**src/rtl/csa_acc_pkg.sv**
```systemverilog
// ---------------------------------------------------------------------------
// csa_acc_pkg
//   Shared types and helpers for the carry-save accumulator.
//   - csa_acc_state_t : accumulator control states
//   - nch()           : number of RES_CHUNK-wide chunks covering ACC_LEN bits
//   - cnt_width()     : width of a counter that indexes those chunks
// ---------------------------------------------------------------------------
package csa_acc_pkg;

    typedef enum logic [1:0] {
        ACCUM   = 2'd0,
        FLUSH   = 2'd1,
        RESOLVE = 2'd2,
        OUT     = 2'd3
    } csa_acc_state_t;

    function automatic int unsigned nch(input int unsigned acc_len, input int unsigned chunk);
        return (acc_len + chunk - 1) / chunk;
    endfunction

    function automatic int unsigned cnt_width(input int unsigned n);
        return (n > 1) ? $clog2(n) : 1;
    endfunction

    // Counter width for the default configuration (ACC_LEN=27, RES_CHUNK=8)
    localparam int unsigned CSA_ACC_DEF_NCH = nch(27, 8);
    localparam int unsigned CSA_ACC_CNT_W   = cnt_width(CSA_ACC_DEF_NCH);

endpackage

```
**src/rtl/csa_accumulator_tree.sv**
```systemverilog
// ---------------------------------------------------------------------------
// csa_tree
//   Combinational N:2 carry-save compressor built from rows of 3:2
//   full-adder cells. All arithmetic is modulo 2^W.
//   Ports:
//     i_ops   in  N*W  operand k = i_ops[k*W +: W]
//     o_sum   out W    sum vector
//     o_carry out W    carry vector, already shifted into weight position
//   Sum of operands == o_sum + o_carry (mod 2^W).
// ---------------------------------------------------------------------------
module csa_tree #(
    parameter int unsigned W = 8,
    parameter int unsigned N = 3
) (
    input  logic [N*W-1:0] i_ops,
    output logic [W-1:0]   o_sum,
    output logic [W-1:0]   o_carry
);

    generate
        if (N == 1) begin : g_one
            assign o_sum   = i_ops[W-1:0];
            assign o_carry = '0;
        end else if (N == 2) begin : g_two
            assign o_sum   = i_ops[W-1:0];
            assign o_carry = i_ops[2*W-1:W];
        end else begin : g_rows
            logic [W-1:0] w_s [N-1];
            logic [W-1:0] w_c [N-1];

            assign w_s[0] = i_ops[W-1:0];
            assign w_c[0] = i_ops[2*W-1:W];

            // Each row folds one more operand into the running sum/carry pair;
            // the carry shift drops the top bit, keeping everything mod 2^W.
            for (genvar k = 1; k < N - 1; k++) begin : g_row
                logic [W-1:0] w_x;
                assign w_x    = i_ops[(k+1)*W +: W];
                assign w_s[k] = w_s[k-1] ^ w_c[k-1] ^ w_x;
                assign w_c[k] = ((w_s[k-1] & w_c[k-1]) | (w_s[k-1] & w_x) | (w_c[k-1] & w_x)) << 1;
            end

            assign o_sum   = w_s[N-2];
            assign o_carry = w_c[N-2];
        end
    endgenerate

endmodule

```
**src/rtl/csa_accumulator.sv**
```systemverilog
// ---------------------------------------------------------------------------
// csa_accumulator
//   Streaming multi-operand accumulator. Each accepted beat adds NUM_IN words
//   into a redundant sum/carry accumulator; after the last beat a chunked
//   carry-propagate pass resolves the result, which is then held on a
//   valid/ready output. Result is modulo 2^ACC_LEN.
//   Ports:
//     clk        in   rising-edge clock
//     rst        in   asynchronous active-high reset
//     in_valid   in   beat present
//     in_ready   out  beat accepted when in_valid & in_ready
//     in_data    in   NUM_IN words, word j = in_data[j*BIT_LEN +: BIT_LEN]
//     in_last    in   final beat of the accumulation
//     out_valid  out  resolved result available
//     out_ready  in   result consumed when out_valid & out_ready
//     out_sum    out  resolved sum
//   Build option:
//     CSA_ACC_PIPE_EN  register stage between input reduction and 4:2 merge,
//                      adds a one-cycle FLUSH state before RESOLVE.
// ---------------------------------------------------------------------------
module csa_accumulator
    import csa_acc_pkg::*;
#(
    parameter int unsigned BIT_LEN   = 19,
    parameter int unsigned NUM_IN    = 4,
    parameter int unsigned ACC_LEN   = BIT_LEN + 8,
    parameter int unsigned RES_CHUNK = 8
) (
    input  logic                      clk,
    input  logic                      rst,
    input  logic                      in_valid,
    output logic                      in_ready,
    input  logic [NUM_IN*BIT_LEN-1:0] in_data,
    input  logic                      in_last,
    output logic                      out_valid,
    input  logic                      out_ready,
    output logic [ACC_LEN-1:0]        out_sum
);

    localparam int unsigned NCH   = nch(ACC_LEN, RES_CHUNK);
    localparam int unsigned CNT_W = cnt_width(NCH);

    csa_acc_state_t r_state;
    csa_acc_state_t w_next;

    logic [ACC_LEN-1:0]        r_acc_s;
    logic [ACC_LEN-1:0]        r_acc_c;
    logic [ACC_LEN-1:0]        r_out;
    logic [CNT_W-1:0]          r_cnt;
    logic                      r_cy;

    logic [NUM_IN*ACC_LEN-1:0] w_ops;
    logic [ACC_LEN-1:0]        w_tree_s;
    logic [ACC_LEN-1:0]        w_tree_c;
    logic [ACC_LEN-1:0]        w_m_s;
    logic [ACC_LEN-1:0]        w_m_c;
    logic [ACC_LEN-1:0]        w_acc_c_sh;
    logic [ACC_LEN-1:0]        w_r1_s;
    logic [ACC_LEN-1:0]        w_r1_c;
    logic [ACC_LEN-1:0]        w_new_s;
    logic [ACC_LEN-1:0]        w_new_c;
    logic                      w_accept;
    logic                      w_merge;
    logic                      w_last_chunk;
    logic [31:0]               w_sh;
    logic [RES_CHUNK-1:0]      w_cs;
    logic [RES_CHUNK-1:0]      w_cc;
    logic [RES_CHUNK:0]        w_chunk;
    logic [ACC_LEN-1:0]        w_mask;
    logic [ACC_LEN-1:0]        w_ins;

    // ---------------- input reduction ----------------
    always_comb begin
        w_ops = '0;
        for (int unsigned j = 0; j < NUM_IN; j++) begin
            w_ops[j*ACC_LEN +: ACC_LEN] = ACC_LEN'(in_data[j*BIT_LEN +: BIT_LEN]);
        end
    end

    csa_tree #(
        .W (ACC_LEN),
        .N (NUM_IN)
    ) u_in_tree (
        .i_ops   (w_ops),
        .o_sum   (w_tree_s),
        .o_carry (w_tree_c)
    );

    assign w_accept = in_valid & in_ready;

`ifdef CSA_ACC_PIPE_EN
    logic [ACC_LEN-1:0] r_pipe_s;
    logic [ACC_LEN-1:0] r_pipe_c;
    logic               r_pipe_v;

    always_ff @(posedge clk or posedge rst) begin
        if (rst) begin
            r_pipe_s <= '0;
            r_pipe_c <= '0;
            r_pipe_v <= 1'b0;
        end else begin
            r_pipe_v <= w_accept;
            if (w_accept) begin
                r_pipe_s <= w_tree_s;
                r_pipe_c <= w_tree_c;
            end
        end
    end

    assign w_m_s   = r_pipe_s;
    assign w_m_c   = r_pipe_c;
    assign w_merge = r_pipe_v;
`else
    assign w_m_s   = w_tree_s;
    assign w_m_c   = w_tree_c;
    assign w_merge = w_accept;
`endif

    // ---------------- 4:2 merge into the accumulator ----------------
    // r_acc_c holds carries at their generating bit; the <<1 here drops the
    // MSB, which is what makes the accumulation wrap mod 2^ACC_LEN.
    assign w_acc_c_sh = r_acc_c << 1;
    assign w_r1_s     = w_m_s ^ w_m_c ^ r_acc_s;
    assign w_r1_c     = ((w_m_s & w_m_c) | (w_m_s & r_acc_s) | (w_m_c & r_acc_s)) << 1;
    assign w_new_s    = w_r1_s ^ w_r1_c ^ w_acc_c_sh;
    assign w_new_c    = (w_r1_s & w_r1_c) | (w_r1_s & w_acc_c_sh) | (w_r1_c & w_acc_c_sh);

    always_ff @(posedge clk or posedge rst) begin
        if (rst) begin
            r_acc_s <= '0;
            r_acc_c <= '0;
        end else if (r_state == OUT && out_ready) begin
            r_acc_s <= '0;
            r_acc_c <= '0;
        end else if (w_merge) begin
            r_acc_s <= w_new_s;
            r_acc_c <= w_new_c;
        end
    end

    // ---------------- chunked carry-propagate ----------------
    assign w_sh         = 32'(r_cnt) * RES_CHUNK;
    assign w_last_chunk = (r_cnt == CNT_W'(NCH - 1));
    assign w_cs         = RES_CHUNK'(r_acc_s >> w_sh);
    assign w_cc         = RES_CHUNK'(w_acc_c_sh >> w_sh);
    assign w_chunk      = {1'b0, w_cs} + {1'b0, w_cc} + (RES_CHUNK+1)'(r_cy);
    // Masking to ACC_LEN bits trims the partial top chunk; its carry-out is
    // never used because the counter wraps on the last chunk.
    assign w_mask       = ACC_LEN'({RES_CHUNK{1'b1}}) << w_sh;
    assign w_ins        = ACC_LEN'(w_chunk[RES_CHUNK-1:0]) << w_sh;

    always_ff @(posedge clk or posedge rst) begin
        if (rst) begin
            r_cnt <= '0;
            r_cy  <= 1'b0;
            r_out <= '0;
        end else if (r_state == RESOLVE) begin
            r_out <= (r_out & ~w_mask) | (w_ins & w_mask);
            if (w_last_chunk) begin
                r_cnt <= '0;
                r_cy  <= 1'b0;
            end else begin
                r_cnt <= r_cnt + CNT_W'(1);
                r_cy  <= w_chunk[RES_CHUNK];
            end
        end
    end

    assign out_sum = r_out;

    // ---------------- control FSM ----------------
    always_ff @(posedge clk or posedge rst) begin
        if (rst) begin
            r_state <= ACCUM;
        end else begin
            r_state <= w_next;
        end
    end

    always_comb begin
        w_next    = r_state;
        in_ready  = 1'b0;
        out_valid = 1'b0;
        unique case (r_state)
            ACCUM: begin
                in_ready = 1'b1;
                if (in_valid && in_last) begin
`ifdef CSA_ACC_PIPE_EN
                    w_next = FLUSH;
`else
                    w_next = RESOLVE;
`endif
                end
            end
            FLUSH: begin
                w_next = RESOLVE;
            end
            RESOLVE: begin
                if (w_last_chunk) begin
                    w_next = OUT;
                end
            end
            OUT: begin
                out_valid = 1'b1;
                if (out_ready) begin
                    w_next = ACCUM;
                end
            end
            default: begin
                w_next = ACCUM;
            end
        endcase
    end

endmodule

```
**config.mk**
```make
export PLATFORM = sky130hd
export DESIGN_NAME = csa_accumulator
export DESIGN_NICKNAME = d
export VERILOG_FILES = /design/src/rtl/csa_acc_pkg.sv /design/src/rtl/csa_accumulator_tree.sv /design/src/rtl/csa_accumulator.sv
export SDC_FILE = /design/constraint.sdc
export NUM_CORES = 1
export LEC_CHECK = 0
export ABC_AREA = 1
export BUFFER_PORTS_ARGS = -buffer_cell sky130_fd_sc_hd__buf_2
export CORE_MARGIN = 2
export CORE_UTILIZATION = 61
export CTS_BUF_LIST = sky130_fd_sc_hd__clkbuf_8 sky130_fd_sc_hd__clkbuf_16
export CTS_CLUSTER_SIZE = 28
export DETAILED_ROUTE_END_ITERATION = 8
export PLACE_DENSITY = 0.87
export REMOVE_ABC_BUFFERS = 1
export SYNTH_ARGS = -nofsm -noshare
export SYNTH_HDL_FRONTEND = slang
export SYNTH_SLANG_ARGS = --single-unit
```
**constraint.sdc**
```tcl
create_clock -name clk -period 6.2 [get_ports clk]
set_input_delay 0.62 -clock clk [delete_from_list [all_inputs] [get_ports clk]]
set_output_delay 0.62 -clock clk [all_outputs]
set_load 0.005 [all_outputs]
```
=== After elaboration in Yosys (flattened, before gate mapping) ===
Index checks and enable logic that the tools add are counted.
W data, S select, Z words.

* Bits in registers: 85
* Output and inout port bits: 29
* Logic and storage cells: 70

* Add/subtract/negate cells: 3
* Eq/ne operators: 7
* Shifts and indexed selects: 4
* Multiplexer cells: 12
* Bitwise logic cells: 33
* Reduce and logical (&&, ||, !) cells: 5

{| class="wikitable"
|+ Operator list
! cell !! count
|-
| $and A26 B26 Y26 || 7
|-
| $or A26 B26 Y26 || 7
|-
| $xor A27 B27 Y27 || 5
|-
| $and A19 B19 Y19 || 3
|-
| $and A27 B27 Y27 || 2
|-
| $mux W27 || 2
|-
| $shr A27 B5 Y8 || 2
|-
| $and A26 B19 Y26 || 2
|-
| $mux W26 || 2
|-
| $xor A19 B19 Y19 || 2
|-
| $not A27 Y27 || 1
|-
| $or A27 B27 Y27 || 1
|-
| $shl A8 B5 Y27 || 1
|-
| $shl A8 B5 Y27 const A || 1
|-
| $xor A27 B19 Y27 || 1
|-
| $or A26 B19 Y26 || 1
|-
| $add A8 B8 Y9 || 1
|-
| $add A9 B1 Y9 || 1
|-
| $mux W2 || 4
|-
| $pmux W2 S4 || 1
|-
| $eq A2 B2 Y1 const B || 3
|-
| $ne A2 B2 Y1 const B || 3
|-
| $mux W1 || 3
|-
| $reduce_and A3 Y1 || 1
|-
| 6 further kinds || 7
|}

=== Depth between registers and ports, before layout ===
* Word-level depth: 14
* Gate-level depth with buffers: 16

=== Modules after synthesis ===
From an unflattened synthesis, not the netlist that was laid out.

* Cells, all modules: 586
* Area total of the unflattened synthesis: 6197.2 sq um

{| class="wikitable"
|+ Modules (own cells, without submodules)
! module !! instances !! cells each !! area an instance (sq um)
|-
| csa_accumulator || 1 || 518 || 5087.4
|-
| csa_tree || 1 || 68 || 1109.8
|}

=== Worst setup path before layout ===
No wires, ideal clock.

* Path kind: input port to flip-flop
* Start: in in_data[8]
* End: reg r_acc_s[8]
* Arrival time: 2620 ps
* Data required time: 6074 ps
* Slack: 3454 ps
* Stages on the path: 6
* Path buffers: 0
* Cell sequence: fa_1 > fa_1 > fa_1 > fa_1 > nand3_1 > o21ai_0

* Word-level cells in the longest chain between the ends: 10

{| class="wikitable"
|+ RTL lines
! element !! RTL line !! RTL
|-
| start: declaration || csa_accumulator.sv:33 || <nowiki>input logic [NUM_IN*BIT_LEN-1:0] in_data,</nowiki>
|-
| $xor A19 B19 Y19 (2 in a row) || csa_accumulator_tree.sv:39 || <nowiki>assign w_s[k] = w_s[k-1] ^ w_c[k-1] ^ w_x;</nowiki>
|-
| $xor A27 B27 Y27 || csa_accumulator_tree.sv:39 ||
|-
| $xor A27 B19 Y27 || csa_accumulator_tree.sv:39 ||
|-
| $xor A27 B27 Y27 (2 in a row) || csa_accumulator.sv:123 || <nowiki>assign w_r1_s = w_m_s ^ w_m_c ^ r_acc_s;</nowiki>
|-
| $xor A27 B27 Y27 (2 in a row) || csa_accumulator.sv:125 || <nowiki>assign w_new_s = w_r1_s ^ w_r1_c ^ w_acc_c_sh;</nowiki>
|-
| $mux W27 || csa_accumulator.sv:135 || <nowiki>end else if (w_merge) begin</nowiki>
|-
| $mux W27 || csa_accumulator.sv:132 || <nowiki>end else if (r_state == OUT && out_ready) begin</nowiki>
|-
| end signal: assignment || csa_accumulator.sv:136 || <nowiki>r_acc_s <= w_new_s;</nowiki>
|-
| end: declaration || csa_accumulator.sv:46 || <nowiki>logic [ACC_LEN-1:0] r_acc_s;</nowiki>
|}

No other way between the ends. The select of a mux whose other input is x is not followed.
A chain may end at the register's enable or synchronous reset.

==> metrics <==
status=completed; most common cell in the synthesized netlist=nand2_1; Final setup viols=0; FMAX=0.283 GHz; synthesized area=5790 um^2; kind of critical path=flip-flop to flip-flop; crit path time final=3.53 ns; Initial Util=62.6%; ANT cells=0; Final Power=2.92 mW; WP data arrival=3.79 ns; num rows=35; commonest cells in the netlist=nand2_1, dfrtp_1, nand3_1; root buf cell=clkbuf_8; Slew Limit Headroom=30.3%; RSZ-0062 raised after global routing=no; HP Class=input pin to flip-flop; WP data required=6.46 ns; vias in the first global route=4,737; CTS tree=done; Clk Latency, worst-skew pair=0.37 ns; die width=101 um; grt ovf=0; Post-DRT Antenna Nets=0; CTS resizes=0; main combinational cell family by area after synthesis=adder cells; final slew viol count=0; Worst VDD drop=0.181 mV; post-synthesis sequential area ratio=36.3%; first-pass GRT wire length=22,100 um; asr flop ratio synth=100%; drt drc=0; P per Cell Area=440 nW/um^2; placed instance area=6410 um^2; post-synthesis compound-gate area fraction=8.47%; EDFF count, synth=0; worst slew pin tran=1.05 ns; final hold slack=0.454 ns; # IOs=110; multiplexer area fraction after synthesis=0%; nature of the critical path startpoint=flip-flop; RD Place Congestion=0.975; Die Footprint=10,300 um^2; top cell type's share of synthesized area=36.3%; Reg2Reg Setup Slack=2.67 ns; GRT Util Overall=27.8%; Yosys Warn Count=0; port buffer count=109; final hold violation count=0; drt wl/cell=16.1 um; post-route cell area=6640 um^2; Leak=3.37 nW; total number of vias=4,589; Die Height=101 um; Synth Area in Adders=30.7%; DP HPWL=10,300 um; Synth Flop Type=dfrtp_1; cts bufs inserted=9; Worst Path Max Fanout=33; xor and xnor area share after synthesis=0.303%; DR iter-0 viols=287; Post-Route WL=13,200 um; setup TNS=0 ns; CTS sink count=84; area leader, netlist=dfrtp_1; Yosys cell types=29; core area=9240 um^2; flops & latches, synth=84; largest net degree at the start of global routing=85; hold-fix buffer count after cts=0; share of cells above drive strength 1=20.8%; Longest Clk Path Bufs=2; Mapped Cells=585; synth top area cells=dfrtp_1, fa_1, nand3_1; nets=861; H-tree depth=3; Crit. End Element=flip-flop; Setup Buffers After CTS=0; initial antenna violation count=0; max-cap viol count=0; synthesized area per cell=9.89 um^2; crit share post-route=57.0%; Vias/cell=5.61; length of the first detailed-routing pass in iterations=5; clk slew on worst S/H paths=0.10 ns; post-synthesis simple-gate area fraction=17.4%; Area Overhead vs Synth=14.7%; Worst Clk Skew=0.0184 ns
cell usage in the layout, fill, tap and decap left out, types with 9 or more instances in the layout:
cell	netlist	layout
o21ai_0	59	59
inv_1	71	70
o22ai_1	13	13
fa_1	77	77
buf_2	5	109
dfrtp_1	84	84
nand3_1	82	82
nand2_1	105	105
clkbuf_8	0	9
ha_1	19	19
cell families (layout without fill, tap and decap cells):
group                      Yosys count  after routing
and+or+nand+nor                    213            213
buffers and inverters               99            203
xor gates and xnor gates             2              2
DFF                                 84             84
AOI/OAI and AO/OA                   91             91
adders and majority gates           96             96
per-stage QoR:
step | setup slack, ns | instances | util, %
finish | 2.67 | 818 | 71.8
global route | 2.29 | 818 | 71.8
CTS | 2.71 | 818 | 71.8
detailed placement | 2.70 | 802 | 69.3
global placement | 2.90 | 802 | 69.3
floorplan | 3.27 | 561 | -
area by class of cell:
type	instances	area, um^2
clock buffers	9	124
clock inverters	7	105
fillers	686	2600
inverters	75	283
multi-input cells	402	3290
flip-flops and latches	84	2100
well taps	129	161
repair buffers	112	568
final timing paths:
kind | startpoint | end | cells after the start
min in group asynchronous | rst | async pin | 3
worst max register to register | r_cnt[0] | flip-flop | 11
worst min register to register | flip-flop | flip-flop | 2
worst min-delay path | out_ready | r_state[0] | 2
max in group asynchronous | rst | async pin | 3
worst max-delay path | r_cnt[0] | flip-flop | 11
critical path: stages (launching register included):
cell and delay, ns:
dfrtp_1 0.93, clkinv_1 0.77, o21ai_0 0.37, a21oi_1 0.07, nor2_1 0.18, inv_1 0.07
ha_1 0.27, nand3_1 0.08, nand3_1 0.15, or2_2 0.33, nand3_1 0.09, o21ai_0 0.11
per-layer routing:
metal,global-route usage (%),up-vias,share of wire [%]
met4,11.3,0,2.4
met1,38.6,2274,41
met2,44.5,191,50
li1,-,2098,-
met5,0,-,0
met3,4.69,26,6.6
report_power, final:
group	internal, mW	total [mW]	switching (mW)
registers	0.725	0.921	0.196
clock network	0.234	0.455	0.222
logic	0.595	1.54	0.950
Note: power is estimated with default switching activity, not from simulation.
